<file path="config.mk">
export PLATFORM = sky130hd
export DESIGN_NAME = axi_dma_cmd_arbiter
export DESIGN_NICKNAME = d
export VERILOG_FILES = /design/src/rtl/axi4_pkg.sv /design/src/rtl/axi_dma_controller_pkg.sv /design/src/rtl/axi_dma_rr_arb.sv /design/src/rtl/axi_dma_cmd_arbiter.sv
export SDC_FILE = /design/constraint.sdc
export NUM_CORES = 1
export LEC_CHECK = 0
export CELL_PAD_IN_SITES_DETAIL_PLACEMENT = 0
export CELL_PAD_IN_SITES_GLOBAL_PLACEMENT = 1
export CORE_AREA = 2 2 372 374
export CTS_BUF_LIST = sky130_fd_sc_hd__clkbuf_16
export DETAILED_ROUTE_END_ITERATION = 6
export DIE_AREA = 0 0 374 376
export GPL_TIMING_DRIVEN = 0
export HOLD_SLACK_MARGIN = 0.05
export PLACE_DENSITY = 0.46
export SETUP_SLACK_MARGIN = 0.5
export SLEW_MARGIN = 10
export SYNTH_ARGS = -nofsm -noshare
export SYNTH_HDL_FRONTEND = slang
export SYNTH_HIERARCHICAL = 1
export SYNTH_SLANG_ARGS = --single-unit
</file>
<file path="constraint.sdc">
create_clock -name clk -period 12.55 [get_ports clk]
set_input_delay 2.51 -clock clk [delete_from_list [all_inputs] [get_ports clk]]
set_output_delay 2.51 -clock clk [all_outputs]
set_load 0.01 [all_outputs]
</file>
<file path="src/rtl/axi4_pkg.sv">
// AXI4 shared encodings used by DMA-side blocks.
package axi4_pkg;

  typedef enum logic [1:0] {
    AXI_BURST_FIXED = 2'b00,
    AXI_BURST_INCR  = 2'b01,
    AXI_BURST_WRAP  = 2'b10,
    AXI_BURST_RSVD  = 2'b11
  } axi_burst_t;

  typedef logic [2:0] axi_size_t;

endpackage

</file>
<file path="src/rtl/axi_dma_controller_pkg.sv">
// DMA controller shared types: the command payload carried from requesters to the controller.
package axi_dma_controller_pkg;

  // Address/length field width of the command payload; blocks narrower than this cast on the boundary.
  localparam int unsigned DMA_ADDR_WD = 32;

  typedef struct packed {
    logic [DMA_ADDR_WD-1:0] src_addr;
    logic [DMA_ADDR_WD-1:0] dst_addr;
    axi4_pkg::axi_burst_t   burst;
    logic [DMA_ADDR_WD-1:0] len;
    axi4_pkg::axi_size_t    size;
  } dma_cmd_t;

endpackage

</file>
<file path="src/rtl/axi_dma_rr_arb.sv">
// Combinational round-robin select: first eligible index at or after rr_ptr, searching upward modulo N.
module axi_dma_rr_arb #(
  parameter int unsigned N = 8
) (
  input  logic [N-1:0]         eligible,
  input  logic [$clog2(N)-1:0] rr_ptr,
  output logic [$clog2(N)-1:0] grant,
  output logic                 grant_valid
);

  localparam int unsigned IDX_WD = $clog2(N);

  logic [IDX_WD-1:0] idx_c [N];

  // Candidate index for each search offset, wrapped modulo N.
  always_comb begin
    for (int unsigned k = 0; k < N; k++) begin
      idx_c[k] = IDX_WD'((32'(rr_ptr) + k) % N);
    end
  end

  // Take the first eligible candidate in search order.
  always_comb begin
    grant       = '0;
    grant_valid = 1'b0;
    for (int unsigned k = 0; k < N; k++) begin
      if (!grant_valid && eligible[idx_c[k]]) begin
        grant       = idx_c[k];
        grant_valid = 1'b1;
      end
    end
  end

endmodule

</file>
<file path="src/rtl/axi_dma_cmd_arbiter.sv">
// Round-robin arbiter feeding a single-slot command register toward the AXI DMA controller.
module axi_dma_cmd_arbiter
  import axi_dma_controller_pkg::*;
#(
  parameter int unsigned ADDR_WD       = 32,
  parameter int unsigned CHANNEL_COUNT = 8
) (
  input  logic                             clk,
  input  logic                             rst,
  input  logic [CHANNEL_COUNT-1:0]         req_valid,
  input  logic [CHANNEL_COUNT*ADDR_WD-1:0] req_src_addr,
  input  logic [CHANNEL_COUNT*ADDR_WD-1:0] req_dst_addr,
  input  logic [CHANNEL_COUNT*2-1:0]       req_burst,
  input  logic [CHANNEL_COUNT*ADDR_WD-1:0] req_len,
  input  logic [CHANNEL_COUNT*3-1:0]       req_size,
  output logic [CHANNEL_COUNT-1:0]         req_ready,
  input  logic [CHANNEL_COUNT-1:0]         chan_en,
  output logic                             cmd_valid,
  output logic [ADDR_WD-1:0]               cmd_src_addr,
  output logic [ADDR_WD-1:0]               cmd_dst_addr,
  output logic [1:0]                       cmd_burst,
  output logic [ADDR_WD-1:0]               cmd_len,
  output logic [2:0]                       cmd_size,
  input  logic                             cmd_ready,
  output logic [$clog2(CHANNEL_COUNT)-1:0] cmd_chan_id,
  output logic                             zero_len_drop,
  output logic [15:0]                      cmd_issued_cnt
);

  localparam int unsigned N      = CHANNEL_COUNT;
  localparam int unsigned IDX_WD = $clog2(CHANNEL_COUNT);

  logic [N-1:0]      eligible_c;
  logic [IDX_WD-1:0] grant_c;
  logic              grant_valid_c;
  logic              load_en_c;
  logic              hs_c;
  logic              zero_len_c;
  dma_cmd_t          sel_c;

  logic              cmd_valid_q, cmd_valid_d;
  dma_cmd_t          cmd_q, cmd_d;
  logic [IDX_WD-1:0] chan_id_q, chan_id_d;
  logic [IDX_WD-1:0] rr_ptr_q, rr_ptr_d;
  logic              zero_len_drop_q, zero_len_drop_d;
  logic [15:0]       cmd_issued_cnt_q, cmd_issued_cnt_d;

  assign eligible_c = req_valid & chan_en;
  assign load_en_c  = !cmd_valid_q || cmd_ready;

  axi_dma_rr_arb #(
    .N (N)
  ) u_rr_arb (
    .eligible    (eligible_c),
    .rr_ptr      (rr_ptr_q),
    .grant       (grant_c),
    .grant_valid (grant_valid_c)
  );

  // Mux the granted requester's command fields into one payload.
  always_comb begin
    sel_c = '0;
    for (int unsigned i = 0; i < N; i++) begin
      if (grant_c == IDX_WD'(i)) begin
        sel_c.src_addr = DMA_ADDR_WD'(req_src_addr[i*ADDR_WD +: ADDR_WD]);
        sel_c.dst_addr = DMA_ADDR_WD'(req_dst_addr[i*ADDR_WD +: ADDR_WD]);
        sel_c.len      = DMA_ADDR_WD'(req_len[i*ADDR_WD +: ADDR_WD]);
        sel_c.burst    = axi4_pkg::axi_burst_t'(req_burst[i*2 +: 2]);
        sel_c.size     = req_size[i*3 +: 3];
      end
    end
  end

  // One-hot accept toward the granted requester while the slot can take a command.
  always_comb begin
    req_ready = '0;
    if (!rst && load_en_c && grant_valid_c) begin
      req_ready[grant_c] = 1'b1;
    end
  end

  assign hs_c       = |req_ready;
  assign zero_len_c = (sel_c.len == '0);

  // Slot, pointer, drop pulse and issue counter next-state.
  always_comb begin
    cmd_valid_d      = cmd_valid_q;
    cmd_d            = cmd_q;
    chan_id_d        = chan_id_q;
    rr_ptr_d         = rr_ptr_q;
    zero_len_drop_d  = 1'b0;
    cmd_issued_cnt_d = cmd_issued_cnt_q;
    if (cmd_valid_q && cmd_ready) begin
      cmd_valid_d      = 1'b0;
      cmd_issued_cnt_d = cmd_issued_cnt_q + 16'd1;
    end
    if (hs_c) begin
      rr_ptr_d = (grant_c == IDX_WD'(N - 1)) ? '0 : grant_c + IDX_WD'(1);
      if (zero_len_c) begin
        // Zero-length commands are consumed but never reach the controller.
        zero_len_drop_d = 1'b1;
      end else begin
        cmd_valid_d = 1'b1;
        cmd_d       = sel_c;
        chan_id_d   = grant_c;
      end
    end
  end

  // State registers with synchronous reset.
  always_ff @(posedge clk) begin
    if (rst) begin
      cmd_valid_q      <= 1'b0;
      cmd_q            <= '0;
      chan_id_q        <= '0;
      rr_ptr_q         <= '0;
      zero_len_drop_q  <= 1'b0;
      cmd_issued_cnt_q <= '0;
    end else begin
      cmd_valid_q      <= cmd_valid_d;
      cmd_q            <= cmd_d;
      chan_id_q        <= chan_id_d;
      rr_ptr_q         <= rr_ptr_d;
      zero_len_drop_q  <= zero_len_drop_d;
      cmd_issued_cnt_q <= cmd_issued_cnt_d;
    end
  end

  assign cmd_valid      = cmd_valid_q;
  assign cmd_src_addr   = ADDR_WD'(cmd_q.src_addr);
  assign cmd_dst_addr   = ADDR_WD'(cmd_q.dst_addr);
  assign cmd_len        = ADDR_WD'(cmd_q.len);
  assign cmd_burst      = cmd_q.burst;
  assign cmd_size       = cmd_q.size;
  assign cmd_chan_id    = chan_id_q;
  assign zero_len_drop  = zero_len_drop_q;
  assign cmd_issued_cnt = cmd_issued_cnt_q;

endmodule

</file>
==> impl_results.rst, run 1 <==
.. list-table::
   :header-rows: 1

   * - Metric
     - Value
   * - Worst Setup End Kind
     - output pin
   * - Worst reg2reg path startpoint
     - rr_ptr_q[1]
   * - Max-cap violations
     - 0
   * - Setup TNS after final layout
     - 0 ns
   * - Maximum buffer depth of the clock tree
     - 2
   * - Number of fill cells
     - 15500
   * - Net count reported at finish
     - 4262
   * - Worst skew pair latency
     - 0.49 ns
   * - Vertical die dimension
     - 376 um
   * - Post-Route WL
     - 168000 um
   * - Post-CTS setup buffers
     - 0
   * - Largest clock skew in the final design
     - 0.0122 ns
   * - Maximum fanout encountered on the critical timing path
     - 10
   * - Cell chosen for the clock root
     - clkbuf_16
   * - Post-synthesis instance total
     - 2446
   * - Finished Core Util
     - 0.214
   * - Worst hold path class
     - reg2reg
   * - Die area
     - 141000 um^2
   * - Count of port buffers added during placement
     - 956
   * - Post-Syn Area
     - 16700 um^2
   * - Hold depth
     - 2
   * - Via density per instance
     - 4.70
   * - Number of rows in the core area
     - 136
   * - Most common cell after layout, fill and taps aside
     - clkdlybuf4s50_1
   * - Proportion of register bits with asynchronous set or reset after synthesis
     - 0
   * - TritonCTS clock tree
     - built
   * - Hold violation total from the final report
     - 0
   * - Floorplan Core Area
     - 137000 um^2
   * - Clock buffers created by TritonCTS
     - 17
   * - GRT Overall Usage
     - 0.228
   * - Time the final worst path needs with I/O delays and setup
     - 11.31 ns
   * - Achievable clock frequency
     - 0.0884 GHz
   * - GR Layer Usage met3
     - 0.0513
   * - Reg2Reg Depth
     - 25
   * - End of the worst register-to-register path
     - cmd_dst_addr[7]
   * - Global-route wire length before repair
     - 220000 um
   * - Number of antenna-violating nets in the routed design
     - 0
   * - Arrival time of data at the critical path endpoint
     - 8.80 ns
   * - Via count of the first global-routing pass
     - 24200
   * - Minimum setup slack in the final design
     - 1.24 ns
   * - Launch point of the worst hold path
     - cmd_len[25]
   * - Initial core utilization
     - 0.122
   * - Yosys cell types
     - 85
   * - Most used routing layer in global routing
     - met2
   * - Portion of synthesized cell area occupied by the leading cell type
     - 0.150
   * - Antenna violations before repair
     - 36
   * - Clk pin slew, worst setup/hold paths
     - 0.07 ns
   * - Count of non-filler cells in the finished layout
     - 5254
   * - Via count
     - 24700
   * - Area of the multi-input gates
     - 12700 um^2
   * - Number of enable flip-flop cells after synthesis
     - 0
   * - Estimated wirelength of the detail-placed design
     - 142000 um
   * - Startpoint class of the critical path
     - primary input
   * - Critical setup path kind
     - in2out
   * - Pre-antenna DRT Iters
     - 5
   * - Fraction of layout instances using a drive strength above 1
     - 0.0582
   * - Measured slew at the worst slew-check pin
     - 1.31 ns
   * - Pin count of the biggest net entering global routing
     - 17
   * - Register-to-register setup slack
     - 2.74 ns
   * - Headroom to the max-slew limit
     - 0.128
   * - I/O pin cnt
     - 957
   * - Global-route track usage on met1
     - 0.296
   * - Total global routing overflow
     - 0
   * - Finish-stage setup viols
     - 0
   * - Dpl cells
     - 5201
   * - Remaining DRCs
     - 0
   * - Cell type with the highest aggregate area in the netlist
     - dfxtp_1
   * - Final period util
     - 0.901
   * - Routed length per placed instance
     - 32.0 um
   * - Unrepaired setup endpoints after global routing
     - false
   * - # H-tree levels
     - 4
   * - Max Slew Vio Count
     - 0
   * - Register area
     - 2500 um^2
   * - Ys flop type
     - dfxtp_1
   * - X dimension of the die
     - 374 um
   * - Final Wtd Congestion
     - 0.910
   * - Total number of yosys warnings
     - 6
   * - Initial DRC count
     - 2075
   * - Resize count post-CTS
     - 0
   * - Sequential area share after synthesis
     - 0.150
   * - Required time of the critical path
     - 10.04 ns
   * - Minimum setup slack after placement
     - 0.728 ns
   * - Worst hold endpoint
     - cmd_len[25]
   * - Highest-count cells in the layout ignoring fill and taps
     - 956 x clkdlybuf4s50_1, 337 x nand2_1, 207 x a21oi_1
   * - Number of sinks handled by clock tree synthesis
     - 125
   * - Cts-stage hold buffer count
     - 0
   * - Count of state elements after synthesis
     - 125
   * - Mean instance size in the synthesized netlist
     - 6.81 um^2
   * - Met2 usage
     - 0.382
   * - Post-synthesis net count
     - 3282
   * - Layout Area Growth over Synthesis
     - 75.6%
   * - Run status
     - finished clean
   * - Leading post-synthesis cells by cell area
     - dfxtp_1 15%, nand2_1 7.6%, a21oi_1 6.3%, o21ai_0 5.6%, nand4bb_1 4.6%
## synth_stat cells (11+ instances only)
master,n
nor2_1,55
nand2b_1,43
o221a_2,14
nand3b_1,91
and2_1,81
nor2b_1,86
nor3_1,13
nand2_1,337
a21oi_1,208
o211ai_1,76
buf_1,16
a221oi_1,29
dfxtp_1,125
nor4_1,18
buf_2,71
nand4bb_1,68
inv_1,38
nor3b_1,73
a22oi_1,17
a41oi_1,68
nand3_1,147
a221o_1,11
clkbuf_1,188
buf_4,14
o22ai_1,81
mux4_2,15
a311oi_1,79
o21ai_0,186
## per-stage QoR
step	cell area [um^2]	hold slack, ns
global placement	28500	0.456
global route	29200	0.494
detailed placement	28600	0.457
finish	29300	0.468
floorplan	16700	0.475
CTS	29200	0.468
## final cells by class
| type | instances | area share |
|---|---|---|
| diodes | 21 | 0.00180 |
| plain buffers | 299 | 0.0459 |
| clock buffers | 17 | 0.0145 |
| clock inverters | 15 | 0.00744 |
| inverters | 42 | 0.00539 |
| multi-input cells | 1980 | 0.434 |
| flip-flops and latches | 125 | 0.0855 |
| well taps | 1794 | 0.0767 |
| repair buffers | 961 | 0.329 |
## per-layer routing
layer / share of wire / vias up
met2: 0.48 / 1026
met4: 0.017 / 12
li1: - / 11300
met5: 0.00048 / -
met1: 0.44 / 12300
met3: 0.067 / 143
## worst max path at each step
stage	start	to	cells past startpoint
floorplan	req_valid[1]	req_ready[4]	14
global placement	chan_en[0]	req_ready[4]	16
global route	chan_en[0]	cmd_burst[0]	23
finish	chan_en[0]	req_ready[4]	16
CTS	chan_en[0]	req_ready[4]	16
detailed placement	chan_en[0]	cmd_dst_addr[1]	23
## cell families (layout without fill, tap and decap cells)
group,count (synthesis),after routing,synth area share
AOI/OAI and AO/OA,869,869,0.353
xor gates and xnor gates,14,14,0.00736
adders and majority gates,9,9,0.00676
buffers and inverters,341,1334,0.0898
DFF,125,125,0.150
muxes,33,33,0.0317
other,0,21,0
and+or+nand+nor,1055,1055,0.361
## worst max-delay path: stages
cell,delay (ns)
clkdlybuf4s50_1,0.45
and2_1,0.28
mux2_1,0.33
mux4_2,0.50
or2_4,0.30
a21oi_4,0.21
nand3_1,0.10
a21oi_1,0.86
buf_2,0.43
buf_4,0.27
buf_4,0.29
buf_2,0.33
clkbuf_2,0.58
nand2_1,0.45
nor3_1,0.25
clkdlybuf4s50_1,0.57
## state kept, by name, summed over array words and instances, names as in the netlist
| name | flops |
|---|---|
| cmd_issued_cnt | 16 |
| cmd_dst_addr | 32 |
| cmd_chan_id | 3 |
| cmd_valid | 1 |
| cmd_len | 32 |
| rr_ptr_q | 3 |
| cmd_src_addr | 32 |
| cmd_size | 3 |
| zero_len_drop | 1 |
| cmd_burst | 2 |
Power of run 1 is not shown: default switching activity piles up to over one toggle a cycle in this logic, so the estimate is an artifact.
==> run 2: changes to the inputs <==
- CTS_CLUSTER_SIZE: unset -> 20
==> results of run 2 <==
Same layout as run 1: the final DEF is identical, and so are final timing and power.
Power of run 2 is left out for the same reason.
==> run 3: changes to the inputs <==
- MAX_ROUTING_LAYER: unset -> met4
- REMOVE_ABC_BUFFERS: unset -> 1
==> impl_results.rst, run 3 (same netlist as run 1, synthesis figures left out) <==
.. list-table::
   :header-rows: 1

   * - Metric
     - Value
   * - Run status
     - finished clean
   * - Minimum setup slack after placement
     - 1.47 ns (+0.747 ns)
   * - Worst hold endpoint
     - cmd_len[26]
   * - Number of fill cells
     - 15300 (-1.5%)
   * - Register-to-register setup slack
     - 2.65 ns (-0.09 ns)
   * - Minimum setup slack in the final design
     - 1.87 ns (+0.633 ns)
   * - Layout Area Growth over Synthesis
     - 75.5%
   * - Pre-antenna DRT Iters
     - 5 (unchanged)
   * - Achievable clock frequency
     - 0.0937 GHz (+5.9%)
   * - Number of antenna-violating nets in the routed design
     - 0 (unchanged)
   * - Critical setup path kind
     - in2reg
   * - Worst hold path class
     - reg2reg
   * - Number of sinks handled by clock tree synthesis
     - 125 (unchanged)
   * - Final instance area
     - 29200 um^2 (-0.11%)
   * - Worst reg2reg path startpoint
     - rr_ptr_q[0]
   * - Maximum buffer depth of the clock tree
     - 2 (unchanged)
   * - Worst Setup End Kind
     - flop
   * - Estimated wirelength of the detail-placed design
     - 103000 um (-27%)
   * - Post-DP Area
     - 28600 um^2 (about the same)
   * - Reg2Reg Depth
     - 23 (-8.0%)
   * - Global-route wire length before repair
     - 180000 um (-18%)
   * - Via count of the first global-routing pass
     - 22700 (-6.5%)
   * - Clock buffers created by TritonCTS
     - 17 (unchanged)
   * - Final period util
     - 0.851 (-0.0505)
   * - # H-tree levels
     - 4 (unchanged)
   * - X dimension of the die
     - 374 um (unchanged)
   * - GRT Overall Usage
     - 0.185 (-0.0433)
   * - Most common cell after layout, fill and taps aside
     - clkdlybuf4s50_1
   * - Post-route worst hold slack
     - 0.470 ns (+0.00237 ns)
   * - Time the final worst path needs with I/O delays and setup
     - 10.68 ns (-0.633 ns)
   * - TritonCTS clock tree
     - built
   * - Post-Route WL
     - 131000 um (-22%)
   * - Highest-count cells in the layout ignoring fill and taps
     - 955 x clkdlybuf4s50_1, 334 x nand2_1, 207 x a21oi_1
   * - Cts-stage hold buffer count
     - 0 (unchanged)
   * - Worst skew pair latency
     - 0.51 ns (+0.02 ns)
   * - Finished Core Util
     - 0.214 (-0.000229)
   * - Largest clock skew in the final design
     - 0.0221 ns (+0.00982 ns)
   * - Pin count of the biggest net entering global routing
     - 112 (+95)
   * - Antenna violations before repair
     - 38 (+5.6%)
   * - Max-cap violations
     - 0 (unchanged)
   * - Vertical die dimension
     - 376 um (unchanged)
   * - Headroom to the max-slew limit
     - 0.0637 (-0.0643)
   * - Unrepaired setup endpoints after global routing
     - false
   * - Max Slew Vio Count
     - 0 (unchanged)
   * - Clk pin slew, worst setup/hold paths
     - 0.06 ns (about the same)
   * - Required time of the critical path
     - 12.92 ns (+2.88 ns)
   * - Routed length per placed instance
     - 26.2 um (-18%)
   * - Via density per instance
     - 4.55 (-3.3%)
   * - Final Wtd Congestion
     - 0.842 (-7.5%)
   * - Maximum fanout encountered on the critical timing path
     - 55 (+45)
   * - Finish-stage setup viols
     - 0 (unchanged)
   * - Fraction of layout instances using a drive strength above 1
     - 0.0527 (-0.00549)
   * - Net count reported at finish
     - 4013 (-5.8%)
   * - End of the worst register-to-register path
     - cmd_dst_addr[13]
   * - Floorplan Core Area
     - 137000 um^2 (unchanged)
   * - Initial core utilization
     - 0.122 (unchanged)
   * - Measured slew at the worst slew-check pin
     - 1.40 ns (+0.0870 ns)
   * - Initial DRC count
     - 1540 (-26%)
   * - Cell chosen for the clock root
     - clkbuf_16
   * - Count of port buffers added during placement
     - 956 (unchanged)
   * - Arrival time of data at the critical path endpoint
     - 11.05 ns (+2.25 ns)
   * - Launch point of the worst hold path
     - cmd_len[26]
   * - Die area
     - 141000 um^2 (unchanged)
   * - Number of rows in the core area
     - 136 (unchanged)
   * - Hold depth
     - 2 (unchanged)
   * - Total global routing overflow
     - 0 (unchanged)
   * - Post-CTS setup buffers
     - 0 (unchanged)
   * - Resize count post-CTS
     - 0 (unchanged)
   * - I/O pin cnt
     - 957 (unchanged)
   * - Via count
     - 22800 (-7.8%)
   * - Remaining DRCs
     - 0 (unchanged)
   * - Hold violation total from the final report
     - 0 (unchanged)
   * - Startpoint class of the critical path
     - primary input
[run 3: cell count changes in the layout (fill, tap and decap cells not counted), sizes merged, moves of 2 or more]
cell,before,now
clkbuf,205,17
bufinv,5,2
buf,116,56
inv,44,46
diode,21,25
[run 3: worst max path at each step]
stage,from,to,slack [ns],cells after the start
after global routing,chan_en[0],cmd_dst_addr[13],1.66,24
after floorplan,req_valid[1],cmd_len[22],-7.23,15
after detailed placement,chan_en[0],cmd_dst_addr[13],1.47,24
after CTS,chan_en[0],cmd_dst_addr[13],2.00,24
final,chan_en[0],cmd_dst_addr[13],1.87,24
after global placement,chan_en[0],cmd_len[22],-33.50,16
[run 3: layout make-up]
class                           instances  area, um^2  area share
Multi-Input combinational cell       1980       12800       0.439
Timing Repair Buffer                 1011       10800       0.371
Sequential cell                       125        2500      0.0856
Tap cell                             1794        2240      0.0768
Clock buffer                           17         425      0.0146
Clock inverter                         15         163     0.00557
Inverter                               42         158     0.00539
Antenna cell                           25        62.6     0.00214
[run 3: layer usage]
layer  GRT usage  part of all wire
met5           -                 0
met4      0.0394             0.013
met3      0.0453             0.063
met2       0.314              0.50
met1       0.219              0.42
[run 3: stage by stage]
stage / cells / TNS [ns]
2_1_floorplan: 2147 / -743.14
3_3_place_gp: 4897 / -3607.92
3_5_place_dp: 4952 / 0
4_1_cts: 4984 / 0
5_1_grt: 5009 / 0
6_report: 5009 / 0
[run 3: critical path, stage by stage]
cell and delay [ns]:
clkdlybuf4s50_1 0.45, and2_1 0.28, mux4_2 0.58, mux2i_1 0.38
nand2_1 0.16, a21oi_4 0.21, nand3_1 0.16, a21oi_4 0.71
buf_16 0.24, inv_2 0.34, ha_4 0.46, buf_16 0.25
buf_16 0.24, nand2_1 0.28, a22oi_1 0.14, a311oi_1 0.89
o21ai_0 0.34, nor4_1 0.44, nand4_1 0.69, buf_6 0.42
buf_6 0.18, buf_6 0.18, o211ai_1 0.18, nand3_1 0.10
Power of run 3 is left out for the same reason.
